<file path="config.mk">
export PLATFORM = sky130hd
export DESIGN_NAME = isocm_bram_arbiter_flat
export DESIGN_NICKNAME = d
export VERILOG_FILES = /design/src/rtl/isocm_bram_arbiter_pkg.sv /design/src/rtl/isocm_bram_arbiter_if.sv /design/src/rtl/isocm_rr_arb2.sv /design/src/rtl/isocm_bram_arbiter.sv /design/src/flat_wrapper.sv
export SDC_FILE = /design/constraint.sdc
export NUM_CORES = 1
export LEC_CHECK = 0
export ABC_CLOCK_PERIOD_IN_PS = 5100
export CORE_AREA = 2 2 192 194
export DETAILED_ROUTE_END_ITERATION = 10
export DIE_AREA = 0 0 194 196
export SLEW_MARGIN = 0
export SYNTH_ARGS = -nofsm -noshare
export SYNTH_HDL_FRONTEND = slang
export SYNTH_SLANG_ARGS = --single-unit
</file>
<file path="constraint.sdc">
create_clock -name BRAM_Clk -period 5.1 [get_ports BRAM_Clk]
set_input_delay 0.51 -clock BRAM_Clk [delete_from_list [all_inputs] [get_ports BRAM_Clk]]
set_output_delay 0.51 -clock BRAM_Clk [all_outputs]
set_load 0.02 [all_outputs]
</file>
<file path="src/rtl/isocm_bram_arbiter_pkg.sv">
// isocm_bram_arbiter_pkg: shared FSM state encoding plus lane width and word size constants
package isocm_bram_arbiter_pkg;
  typedef enum logic {CLEAR, RUN} state_e;
  localparam int LANE_W = 32;
  localparam int WORD_BYTES = 8;
endpackage

</file>
<file path="src/rtl/isocm_bram_arbiter_if.sv">
// isocm_bram_arbiter_if: one requester port (Req/WEN/Addr/WrData in, Gnt/RdValid/RdData/Err out), big-endian bit order
interface isocm_bram_arbiter_if #(parameter int DW = 64, parameter int AW = 32, parameter int NW = 2) ();
  logic Req;
  logic [0:NW-1] WEN;
  logic [0:AW-1] Addr;
  logic [0:DW-1] WrData;
  logic Gnt;
  logic RdValid;
  logic [0:DW-1] RdData;
  logic Err;
  modport master (output Req, WEN, Addr, WrData, input Gnt, RdValid, RdData, Err);
  modport slave (input Req, WEN, Addr, WrData, output Gnt, RdValid, RdData, Err);
endinterface

</file>
<file path="src/rtl/isocm_rr_arb2.sv">
// isocm_rr_arb2: two-way round-robin arbiter (clk, rst, req[1:0] in, gnt[1:0] out); ptr_q=1 favours requester 1
module isocm_rr_arb2 (
  input  logic       clk,
  input  logic       rst,
  input  logic [1:0] req,
  output logic [1:0] gnt
);
  logic ptr_q, ptr_d;
  always_comb begin
    gnt[0] = req[0] & (~req[1] | ~ptr_q);
    gnt[1] = req[1] & (~req[0] | ptr_q);
    ptr_d = gnt[0] ? 1'b1 : gnt[1] ? 1'b0 : ptr_q;
  end
  always_ff @(posedge clk) ptr_q <= rst ? 1'b0 : ptr_d;
endmodule

</file>
<file path="src/rtl/isocm_bram_arbiter.sv">
// isocm_bram_arbiter: two requester ports (M0/M1) arbitrated onto one BRAM port (BRAM_EN/WEN/Addr/Dout out, BRAM_Din in), optional zero-fill with Busy
module isocm_bram_arbiter
  import isocm_bram_arbiter_pkg::*;
#(
  parameter int C_MEMSIZE     = 'h4000,
  parameter int C_PORT_DWIDTH = 64,
  parameter int C_PORT_AWIDTH = 32,
  parameter int C_NUM_WE      = 2,
  parameter int C_INIT_CLEAR  = 1
) (
  input  logic                     BRAM_Clk,
  input  logic                     BRAM_Rst,
  isocm_bram_arbiter_if.slave      M0,
  isocm_bram_arbiter_if.slave      M1,
  output logic                     Busy,
  output logic                     BRAM_EN,
  output logic [0:C_NUM_WE-1]      BRAM_WEN,
  output logic [0:C_PORT_AWIDTH-1] BRAM_Addr,
  output logic [0:C_PORT_DWIDTH-1] BRAM_Dout,
  input  logic [0:C_PORT_DWIDTH-1] BRAM_Din
);
  localparam int AW = C_PORT_AWIDTH;
  state_e state_q, state_d;
  logic [AW-1:0] clr_addr_q, clr_addr_d, addr_q, addr_d, sel_addr;
  logic [0:C_NUM_WE-1] wen_q, wen_d, sel_wen;
  logic [0:C_PORT_DWIDTH-1] dout_q, dout_d, sel_data;
  logic en_q, en_d, rd1_q, rd1_d, err1_q, err1_d, src1_q, src1_d;
  logic rd2_q, rd2_d, err2_q, err2_d, src2_q, src2_d;
  logic [1:0] req, gnt;
  logic oor, hit, v0, v1;
  assign req = (BRAM_Rst || state_q != RUN) ? 2'b00 : {M1.Req, M0.Req};
  isocm_rr_arb2 u_arb (.clk(BRAM_Clk), .rst(BRAM_Rst), .req(req), .gnt(gnt));
  always_comb begin
    sel_wen = gnt[1] ? M1.WEN : M0.WEN;
    sel_addr = gnt[1] ? M1.Addr : M0.Addr;
    sel_data = gnt[1] ? M1.WrData : M0.WrData;
    oor = sel_addr >= AW'(C_MEMSIZE);
    hit = |gnt & ~oor;
    en_d = hit;
    wen_d = hit ? sel_wen : '0;
    addr_d = hit ? sel_addr & ~AW'(WORD_BYTES - 1) : '0;
    dout_d = hit ? sel_data : '0;
    // out-of-range reads still produce a (zero) response so ordering stays fixed-latency
    rd1_d = |gnt & ~|sel_wen;
    err1_d = |gnt & oor;
    src1_d = gnt[1];
    rd2_d = rd1_q;
    err2_d = err1_q;
    src2_d = src1_q;
    state_d = (state_q == CLEAR && clr_addr_q == AW'(C_MEMSIZE - WORD_BYTES)) ? RUN : state_q;
    clr_addr_d = state_q == CLEAR ? clr_addr_q + AW'(WORD_BYTES) : clr_addr_q;
  end
  always_ff @(posedge BRAM_Clk) begin
    if (BRAM_Rst) begin
      state_q <= (C_INIT_CLEAR != 0) ? CLEAR : RUN;
      clr_addr_q <= '0;
      en_q <= 1'b0;
      wen_q <= '0;
      addr_q <= '0;
      dout_q <= '0;
      rd1_q <= 1'b0;
      err1_q <= 1'b0;
      src1_q <= 1'b0;
      rd2_q <= 1'b0;
      err2_q <= 1'b0;
      src2_q <= 1'b0;
    end else begin
      state_q <= state_d;
      clr_addr_q <= clr_addr_d;
      en_q <= en_d;
      wen_q <= wen_d;
      addr_q <= addr_d;
      dout_q <= dout_d;
      rd1_q <= rd1_d;
      err1_q <= err1_d;
      src1_q <= src1_d;
      rd2_q <= rd2_d;
      err2_q <= err2_d;
      src2_q <= src2_d;
    end
  end
  // the clear sweep drives the BRAM port directly from its counter so word k lands in cycle k
  assign Busy = BRAM_Rst ? (C_INIT_CLEAR != 0) : state_q == CLEAR;
  assign BRAM_EN = BRAM_Rst ? 1'b0 : state_q == CLEAR ? 1'b1 : en_q;
  assign BRAM_WEN = BRAM_Rst ? '0 : state_q == CLEAR ? '1 : wen_q;
  assign BRAM_Addr = BRAM_Rst ? '0 : state_q == CLEAR ? clr_addr_q : addr_q;
  assign BRAM_Dout = (BRAM_Rst || state_q == CLEAR) ? '0 : dout_q;
  assign v0 = ~BRAM_Rst & rd2_q & ~src2_q;
  assign v1 = ~BRAM_Rst & rd2_q & src2_q;
  assign M0.Gnt = gnt[0];
  assign M1.Gnt = gnt[1];
  assign M0.RdValid = v0;
  assign M1.RdValid = v1;
  assign M0.RdData = (v0 & ~err2_q) ? BRAM_Din : '0;
  assign M1.RdData = (v1 & ~err2_q) ? BRAM_Din : '0;
  assign M0.Err = ~BRAM_Rst & err2_q & ~src2_q;
  assign M1.Err = ~BRAM_Rst & err2_q & src2_q;
endmodule

</file>
<file path="src/flat_wrapper.sv">
// flat-port wrapper written by rule: the top's interface ports become plain ports
module isocm_bram_arbiter_flat import isocm_bram_arbiter_pkg::*;
#(
  parameter int C_MEMSIZE     = 'h4000,
  parameter int C_PORT_DWIDTH = 64,
  parameter int C_PORT_AWIDTH = 32,
  parameter int C_NUM_WE      = 2,
  parameter int C_INIT_CLEAR  = 1
)
  (BRAM_Clk, BRAM_Rst, Busy, BRAM_EN, BRAM_WEN, BRAM_Addr, BRAM_Dout, BRAM_Din, M0_Req, M0_WEN, M0_Addr, M0_WrData, M0_Gnt, M0_RdValid, M0_RdData, M0_Err, M1_Req, M1_WEN, M1_Addr, M1_WrData, M1_Gnt, M1_RdValid, M1_RdData, M1_Err);
  isocm_bram_arbiter_if #(.DW(64), .AW(32), .NW(2)) M0_i ();
  isocm_bram_arbiter_if #(.DW(64), .AW(32), .NW(2)) M1_i ();
  input  logic BRAM_Clk;
  input  logic BRAM_Rst;
  output logic Busy;
  output logic BRAM_EN;
  output logic [0:C_NUM_WE-1] BRAM_WEN;
  output logic [0:C_PORT_AWIDTH-1] BRAM_Addr;
  output logic [0:C_PORT_DWIDTH-1] BRAM_Dout;
  input  logic [0:C_PORT_DWIDTH-1] BRAM_Din;
  input wire logic [$bits(M0_i.Req)-1:0] M0_Req;
  input wire logic [$bits(M0_i.WEN)-1:0] M0_WEN;
  input wire logic [$bits(M0_i.Addr)-1:0] M0_Addr;
  input wire logic [$bits(M0_i.WrData)-1:0] M0_WrData;
  output wire logic [$bits(M0_i.Gnt)-1:0] M0_Gnt;
  output wire logic [$bits(M0_i.RdValid)-1:0] M0_RdValid;
  output wire logic [$bits(M0_i.RdData)-1:0] M0_RdData;
  output wire logic [$bits(M0_i.Err)-1:0] M0_Err;
  input wire logic [$bits(M1_i.Req)-1:0] M1_Req;
  input wire logic [$bits(M1_i.WEN)-1:0] M1_WEN;
  input wire logic [$bits(M1_i.Addr)-1:0] M1_Addr;
  input wire logic [$bits(M1_i.WrData)-1:0] M1_WrData;
  output wire logic [$bits(M1_i.Gnt)-1:0] M1_Gnt;
  output wire logic [$bits(M1_i.RdValid)-1:0] M1_RdValid;
  output wire logic [$bits(M1_i.RdData)-1:0] M1_RdData;
  output wire logic [$bits(M1_i.Err)-1:0] M1_Err;
  assign M0_i.Req = M0_Req;
  assign M0_i.WEN = M0_WEN;
  assign M0_i.Addr = M0_Addr;
  assign M0_i.WrData = M0_WrData;
  assign M0_Gnt = M0_i.Gnt;
  assign M0_RdValid = M0_i.RdValid;
  assign M0_RdData = M0_i.RdData;
  assign M0_Err = M0_i.Err;
  assign M1_i.Req = M1_Req;
  assign M1_i.WEN = M1_WEN;
  assign M1_i.Addr = M1_Addr;
  assign M1_i.WrData = M1_WrData;
  assign M1_Gnt = M1_i.Gnt;
  assign M1_RdValid = M1_i.RdValid;
  assign M1_RdData = M1_i.RdData;
  assign M1_Err = M1_i.Err;
  isocm_bram_arbiter #(.C_MEMSIZE(C_MEMSIZE), .C_PORT_DWIDTH(C_PORT_DWIDTH), .C_PORT_AWIDTH(C_PORT_AWIDTH), .C_NUM_WE(C_NUM_WE), .C_INIT_CLEAR(C_INIT_CLEAR)) u_core (.BRAM_Clk(BRAM_Clk), .BRAM_Rst(BRAM_Rst), .M0(M0_i), .M1(M1_i), .Busy(Busy), .BRAM_EN(BRAM_EN), .BRAM_WEN(BRAM_WEN), .BRAM_Addr(BRAM_Addr), .BRAM_Dout(BRAM_Dout), .BRAM_Din(BRAM_Din));
endmodule
</file>
### Yosys cells after proc, flatten, opt, wreduce, memory -nomap -nowiden

Cells that the tools add are included.

* register bits after elaboration: 139
* bits of input ports: 264
* output and inout port bits: 234
* word-level logic and storage cells: 64

* add/subtract/negate cells: 1
* magnitude comparators: 1
* eq/ne operators: 1
* mux-type cells: 16
* bitwise logic cells: 24
* reduce and logical (&&, ||, !) cells: 7

Operators with widths (number)
* 64-bit 2-to-1 mux: 4
* 32-bit 2-to-1 mux: 3
* 32-bit by 4-bit adder with 32-bit output (second input constant): 1
* 32-bit by 14-bit equality test with 1-bit output (second input constant): 1
* 32-bit by 15-bit greater-or-equal comparator with 1-bit output (second input constant): 1
* 1-bit AND: 13
* 1-bit inverter: 9
* 2-bit 2-to-1 mux: 4
* 2-bit OR reduction: 3
* 1-bit 2-to-1 mux: 5
* 1-bit bitwise OR: 2
* 2-bit nonzero test: 1
* 1-bit logical AND: 1
* 1-bit logical NOT: 1
* 1-bit logical OR: 1

### Longest topological paths before layout

* word-level depth: 12
* mapped depth: 6
* depth with buffers taken out: 5

### By module

Synthesis repeated with hierarchy kept, for this count alone.

* cell total of the unflattened synthesis: 784
* area total of the unflattened synthesis: 6817.8 µm²

By module, submodules not included
* isocm_bram_arbiter: times used 1, cells each 777, area an instance 6751.5 µm², sequential area each 2642.5 µm²
* isocm_rr_arb2: times used 1, cells each 7, area an instance 66.3 µm², sequential area each 20.0 µm²

### Worst setup path before layout

OpenSTA, ideal clock, no wires.

* path kind: input to output
* start point: input port BRAM_Rst
* end point: output port M0_RdData[10]
* data arrival time: 1.725 ns
* required time: 4.590 ns
* path slack: 2.865 ns
* cell stages on the path: 4
* path buffers: 2
* cells stage by stage: clkbuf_1 > nor4b_2 > clkbuf_1 > and2_1

* longest elaborated chain between the ends: 5

RTL lines
* start, declared: RTL line flat_wrapper.sv:14 `input logic BRAM_Rst;`
* 1-bit inverter: RTL line isocm_bram_arbiter.sv:88 `assign v0 = ~BRAM_Rst & rd2_q & ~src2_q;`
* 1-bit AND (2 in a row): RTL line isocm_bram_arbiter.sv:88
* 1-bit AND: RTL line isocm_bram_arbiter.sv:94 `assign M0.RdData = (v0 & ~err2_q) ? BRAM_Din : '0;`
* 64-bit 2-to-1 mux: RTL line isocm_bram_arbiter.sv:94
* end, declared: RTL line flat_wrapper.sv:27 `output wire logic [$bits(M0_i.RdData)-1:0] M0_RdData;`

Every way passes these cells.

### Final worst setup path

* start point: input port BRAM_Rst
* end point: output port M0_RdData[59]

The elaborated chain is that of the path after synthesis.

==> key figures <==
Pwr
  – Power Internal: 2.02 mW
  – Pwr/cell area: 211 nW/um2
  – Net Sw Power: 0.589 mW
  – Reg power frac: 0.404
  – Pleak: 4.54 nW
  – Peak VDD IR: 0.189 mV
  – Comb pwr share: 0.094
  – Switching Share: 0.226
  – Clock network power share: 0.501

Setup path
  – Critical-path top delay cell: clkdlybuf4s50_1
  – Worst endpoint data arrival time: 2.65 ns
  – CP Launch Type: primary input
  – CP max FO: 64
  – R2r setup slk: 2.47 ns
  – Crit-path max cell delay: 0.63 ns
  – Worst r2r src: u_core.state_q
  – Required time of the critical path: 4.59 ns
  – Worst-case reg-to-reg path depth: 6
  – R2r endpoint: u_core.addr_q[12]
  – Worst-path cell chain: buf_2 > nor4b_4 > buf_4 > and2_1 > clkdlybuf4s50_1
  – Critical Path End Type: output pin
  – Crit path kind: primary input to output pin

Clock tree
  – Post_cts resized: 0
  – Clock latency on the worst-skew pair: 0.43 ns
  – CTS max path bufs: 2
  – H-tree levels: 4
  – CTS Root Cell: clkbuf_16
  – CTS tree: built
  – Clock-pin slew on the worst setup and hold paths: 0.06 ns
  – Clock Sinks: 133
  – Post-CTS setup buffers: 0
  – CTS Buf Count: 17
  – Cts hold-fix bufs: 0

GRT
  – GRT Total Usage: 0.137
  – Largest net degree at the start of global routing: 68
  – Grt ovf: 0
  – Vias in the first global route: 6746
  – First-pass GRT wire length: 40300 um
  – Antenna violations before repair: 1

Timing
  – Final min period: 3.16 ns
  – Unrepaired setup endpoints after global routing: no
  – Fin Setup TNS: 0 ns
  – Actual slew at the worst max-slew pin: 0.863 ns
  – Final Hold Viols: 0
  – Slew HR: 0.422
  – Fin crit share: 0.620
  – Clock Skew: 0.0158 ns
  – Slew Limit Fails: 0
  – Fmax: 0.316 GHz
  – Setup-failing EPs final: 0

Final layout
  – # nets final: 1443
  – Design area: 12300 um2
  – Layout cell share with drive strength beyond 1: 0.0487
  – Area grow syn2layout: 96.6%
  – Fillers: 3718
  – Diode count: 0

Min path
  – Worst Hold Launch: u_core.src1_q
  – Hold EP: u_core.src2_q
  – HP Class: flop to flop
  – Hold Path Cell Cnt: 1

Job
  – Max cap viols: 0

Place
  – Area after DPL: 11700 um2
  – HPWL after DPL: 21400 um
  – Routability Congestion: 0.850
  – Number of I/O port buffers: 488

Floorplanning
  – # rows: 70
  – Starting Density: 0.174
  – DIE WIDTH: 194 um
  – Die H: 196 um
  – Core Region: 36100 um2
  – IO Pins: 498
  – Die ar.: 38000 um2

Detailed routing
  – Iter 0 DRT Violations: 273
  – DR WL/cell: 16.3 um
  – Total wire length: 27000 um
  – ANT nets after route: 0
  – Vias: 6741
  – Vias per inst: 4.06
  – DRC viols: 0
  – 1st-pass router iterations: 4

Yosys
  – Seq/Total Area, Yosys: 0.424
  – Unique cell type count in the Yosys netlist: 44
  – Ys async rst share: 0
  – Post-synth top flop: dfxtp_1
  – Synthesized instance count: 694
  – Synth Warn #: 0
  – Post-synth EDFFs: 0
  – Cell Area, Synth: 6280 um2
  – Mean post-synth cell area: 9.05 um2
  – Yosys reg bits: 133

Status
  – Status: complete, no violations
==> synthesized netlist by cell type, types with 2 or more instances <==
master    number  area (um2)
and2_1       193        1210
dfxtp_1      133        2660
a22o_1        77         674
nor2_1        44         165
clkbuf_1      40         150
mux2i_1       28         280
a21oi_1       22         110
nand2_1       15        56.3
nor4_1        15        93.8
inv_1         13        48.8
or4_1         13        97.6
o31ai_1       12        90.1
nand3_1       11        55.1
nor2b_1        8        50.1
or3_1          7        43.8
xor2_1         7        61.3
buf_1          6        22.5
nand4_1        5        31.3
o21ai_0        5        25.0
buf_2          4        20.0
buf_4          4        30.0
xnor2_1        3        26.3
and3b_1        2        17.5
buf_6          2        22.5
mux2_2         2        22.5
nand4_2        2        25.0
nor3_1         2        10.0
nor3b_1        2        15.0
or2_2          2        12.5
==> power groups by stage <==
stage	combinational [mW]	sequential [mW]	clock (mW)
after global placement	0.244	1.08	0
after floorplan	0.0268	1.08	0
after global routing	0.262	1.05	1.39
after detailed placement	0.246	1.08	0
final	0.246	1.05	1.31
after CTS	0.248	1.05	1.35
==> through the flow <==
step,hold WS (ns),worst slack (ns),cells,power (mW),util
finish,0.456,1.94,1659,2.61,0.342
global route,0.475,1.77,1659,2.71,0.342
CTS,0.457,1.82,1659,2.65,0.342
detailed placement,0.450,1.78,1627,1.32,0.325
global placement,0.433,1.84,1627,1.32,0.325
floorplan,0.414,2.87,714,1.10,-
==> registers in the layout (all words and copies together) (netlist names) <==
register	cells
u_core.err2_q	1
u_core.rd2_q	1
u_core.en_q	1
u_core.wen_q	2
u_core.addr_q	29
u_core.rd1_q	1
u_core.src1_q	1
u_core.u_arb.ptr_q	1
u_core.err1_q	1
u_core.clr_addr_q	29
u_core.src2_q	1
u_core.state_q	1
u_core.dout_q	64
==> worst max-delay path, delay by kind of cell <==
family | cells | cell delay (ns)
buffers and inverters | 3 | 1.41
and+or+nand+nor | 2 | 0.65
==> how the worst max path moves through the flow <==
stage	from	end	slack, ns	depth (start not counted)
finish	BRAM_Rst	M0_RdData[59]	1.94	5
global route	BRAM_Rst	M0_Gnt	1.77	6
CTS	BRAM_Rst	M0_Gnt	1.82	6
detailed placement	BRAM_Rst	u_core.dout_q[5]	1.78	7
global placement	BRAM_Rst	u_core.addr_q[12]	1.84	7
floorplan	BRAM_Rst	M0_RdData[10]	2.87	4
==> cells by family (layout without fill, tap and decap cells) <==
family	count (synthesis)	count (layout)	synth area share
AO/OA/AOI/OAI	118	118	0.146
XOR/XNOR	10	10	0.0140
adder cells (fa/ha/maj)	1	1	0.00199
buffers and inverters	69	546	0.0468
flip-flops	133	133	0.424
multiplexers	30	30	0.0482
other	1	21	0.000597
AND/OR/NAND/NOR	332	332	0.318
==> area by class of cell <==
type	instances	area, um2	area share
Multi-Input combinational cell	512	3430	0.278
Tap cell	468	586	0.0475
Clock inverter	14	188	0.0152
Clock buffer	18	429	0.0348
Sequential cell	133	2660	0.216
Inverter	13	48.8	0.00395
Timing Repair Buffer	501	4990	0.404
==> cell usage in the layout, fill, tap and decap left out, drive strengths merged, types with 3 or more instances in the layout <==
cell type,Yosys,routed
clkdlybuf4s50,0,487
and2,193,193
dfxtp,133,133
a22o,77,77
nor2,44,44
mux2i,28,28
a21oi,22,22
conb,1,21
inv,13,19
clkbuf,40,18
nor4,16,16
nand2,15,15
or4,14,14
buf,16,14
o31ai,12,12
nand3,11,11
nor2b,8,8
or3,7,7
xor2,7,7
nand4,7,7
o21ai,5,5
clkinv,0,5
xnor2,3,3
bufinv,0,3
nor3,3,3
==> routing by layer <==
layer | up-vias | part of all wire | GRT usage
li1 | 3352 | - | -
met1 | 3107 | 0.42 | 0.163
met2 | 258 | 0.49 | 0.234
met3 | 24 | 0.070 | 0.0428
met4 | 0 | 0.017 | 0.0441
met5 | - | 0 | 0
No activity file was read; power rests on OpenSTA's default activity.
==> edit, RTL diff (same flow settings) <==
`addr_q` no longer has a reset.
--- a/src/rtl/isocm_bram_arbiter.sv
+++ b/src/rtl/isocm_bram_arbiter.sv
@@ -56,7 +56,6 @@
       clr_addr_q <= '0;
       en_q <= 1'b0;
       wen_q <= '0;
-      addr_q <= '0;
       dout_q <= '0;
       rd1_q <= 1'b0;
       err1_q <= 1'b0;
@@ -69,7 +68,6 @@
       clr_addr_q <= clr_addr_d;
       en_q <= en_d;
       wen_q <= wen_d;
-      addr_q <= addr_d;
       dout_q <= dout_d;
       rd1_q <= rd1_d;
       err1_q <= err1_d;
@@ -78,6 +76,10 @@
       err2_q <= err2_d;
       src2_q <= src2_d;
     end
+  end
+
+  always_ff @(posedge BRAM_Clk) begin
+    addr_q <= addr_d;
   end
   // the clear sweep drives the BRAM port directly from its counter so word k lands in cycle k
   assign Busy = BRAM_Rst ? (C_INIT_CLEAR != 0) : state_q == CLEAR;
Behaviour: unchanged (equiv_simple and equiv_induct, registers matched by name and starting in step).
==> edit against the unedited design <==
Synthesized area grew 8.0%. Largest cell class unchanged. Design area grew 3.3%. Worst setup slack gained 20 ps. Synthesized cell count grew 13%. Power shrank 1.3%. Count of clock-buffer cells in the layout grew 1. Sequential cell count is the same. Via count grew 7.8%. Critical path type unchanged. Wire length grew 24%. Highest routed layer is now met5. Combinational power grew 12%. Clock skew shrank 6.0 ps. Critical path depth is the same.
==> edit: results (changes against the unedited design) <==
* Leading cell types by count after synthesis: sky130_fd_sc_hd__and2_1, sky130_fd_sc_hd__dfxtp_1, sky130_fd_sc_hd__mux2i_1 (was sky130_fd_sc_hd__and2_1, sky130_fd_sc_hd__dfxtp_1, sky130_fd_sc_hd__a22o_1)
- The actual slew at the worst max-slew pin came to 890.4 ps (was 863.5 ps).
- The data arrival time of the critical path was 2630 ps (was 2650 ps).
- The maximum number of pins on one net before global-route repair came to 79 (was 68).
* Via density per instance: 4.189 (was 4.063)
* Initial DRC count: 216 (was 273)
- Placed wire-length estimate: 26.66 mm (was 21.43 mm)
- The longest individual stage delay on the worst path was 750 ps (was 630 ps).
* Final antenna-violating net count: 0 (unchanged)
* Result of the run: finished clean (unchanged)
- Met2 layer usage reported by global route: 32.86% (was 23.40%)
- Number of different library cells in the post-synthesis netlist: 40 (was 44)
* Final worst clock skew: 9.831 ps (was 15.80 ps)
- Peak ir drop on the vdd network: 0.1830 mV (was 0.1890 mV)
* Leakage power figure: 5.130 nW (was 4.537 nW)
- Int Pwr: 1.973 mW (was 2.016 mW)
* GR met1 Demand/Resource: 17.36% (was 16.29%)
- The post-CTS setup buffer count is 0 (unchanged).
* Count of buffers inserted at the top-level ports: 488 (unchanged)
* Global router's overall resource usage: 17.13% (was 13.68%)
- Vias in the first global route: 7212 (was 6746)
* Final-stage net count: 1518 (was 1443)
- Clock latency at the later pin of the worst-skew pair: 430 ps (about the same)
- Global routing usage on met3: 5.140% (was 4.281%)
- Antenna violations before repair: 2 (was 1)
* Fraction of the yosys area taken by sequential cells: 39.27% (was 42.42%)
- Layout cells sized above 1: 4.032% (was 4.870%)
- Worst-path clk slew: 50 ps
- The global-route wire length before repair is 48.30 mm (was 40.28 mm).
- Fillers: 3713 (was 3718)
- The final estimated routing congestion in global placement is 0.8455 (was 0.8495).
- Top area cells in the synthesized netlist: sky130_fd_sc_hd__dfxtp_1, sky130_fd_sc_hd__and2_1, sky130_fd_sc_hd__mux2i_1 (was sky130_fd_sc_hd__dfxtp_1, sky130_fd_sc_hd__and2_1, sky130_fd_sc_hd__a22o_1).
- The per-cell routed wire length was 19.39 um (was 16.30 um).
[edit: changes by cell type after synthesis, sizes merged, moves of 3 or more]
cell and change:
xor2 -3, clkbuf +11, o31ai -6, or3 +4, a22o -77, xnor2 +5, or4 -5, o21ai +6
mux2i +79, a21oi +75, nor2b -3
[edit: path summary, 6_finish.rpt]
path	startpoint	slack, ps	depth (start not counted)	endpoint
max	BRAM_Rst	1960	5	M1_RdData[0]
min	u_core.src1_q$_SDFF_PP0_	440	1	u_core.src2_q$_SDFF_PP0_
max reg2reg	u_core.state_q$_SDFFE_PP0P_	2590	6	u_core.addr_q[12]$_SDFF_PN0_
min reg2reg	u_core.src1_q$_SDFF_PP0_	440	1	u_core.src2_q$_SDFF_PP0_
[edit: through the flow]
stage,util [%],total power [mW],cells,setup slack [ps],instance area [um^2]
global route,35.33,2.675,1734,1796,12750
finish,35.33,2.573,1734,1956,12750
floorplan,-,1.120,803,2910,6855
global placement,33.72,1.353,1702,1868,12170
detailed placement,33.72,1.353,1702,1877,12170
CTS,35.33,2.619,1733,1866,12750
[edit: layout make-up]
class / count / area (um^2) / share of cell area, %
multi-input cells: 592 / 3923 / 30.77
inverters: 11 / 41.29 / 0.3238
diodes: 1 / 2.502 / 0.01963
well taps: 468 / 585.6 / 4.593
repair buffers: 498 / 4955 / 38.86
clock inverters: 12 / 146.4 / 1.148
flip-flops and latches: 133 / 2664 / 20.89
clock buffers: 19 / 432.9 / 3.395
[edit: metal layers]
layer | wire length (um) | share of wire (%)
met2 | 18000 | 54
met1 | 12220 | 36
met3 | 2484 | 7.4
met4 | 904 | 2.7
met5 | 13 | 0.039
[edit: critical path: cells and delay by family]
| kind | cells | cell delay [ps] |
|---|---|---|
| buf+inv | 3 | 1510 |
| simple gates | 2 | 550 |
[edit: cell families after synthesis]
kind of cell               share of synthesized area (%)
AOI/OAI and AO/OA                                  8.895
xor gates and xnor gates                           1.550
adders and majority gates                         0.1845
buffers and inverters                              4.650
DFF                                                39.27
muxes                                              15.80
other                                            0.05531
and+or+nand+nor                                    29.60
[edit: power groups by stage]
stage          registers (mW)  clock network, mW  logic (mW)
2_1_floorplan            1.07                  0      0.0446
3_3_place_gp             1.08                  0       0.277
3_5_place_dp             1.08                  0       0.277
4_1_cts                  1.05               1.29       0.279
5_1_grt                  1.05               1.33       0.294
6_report                 1.05               1.24       0.276
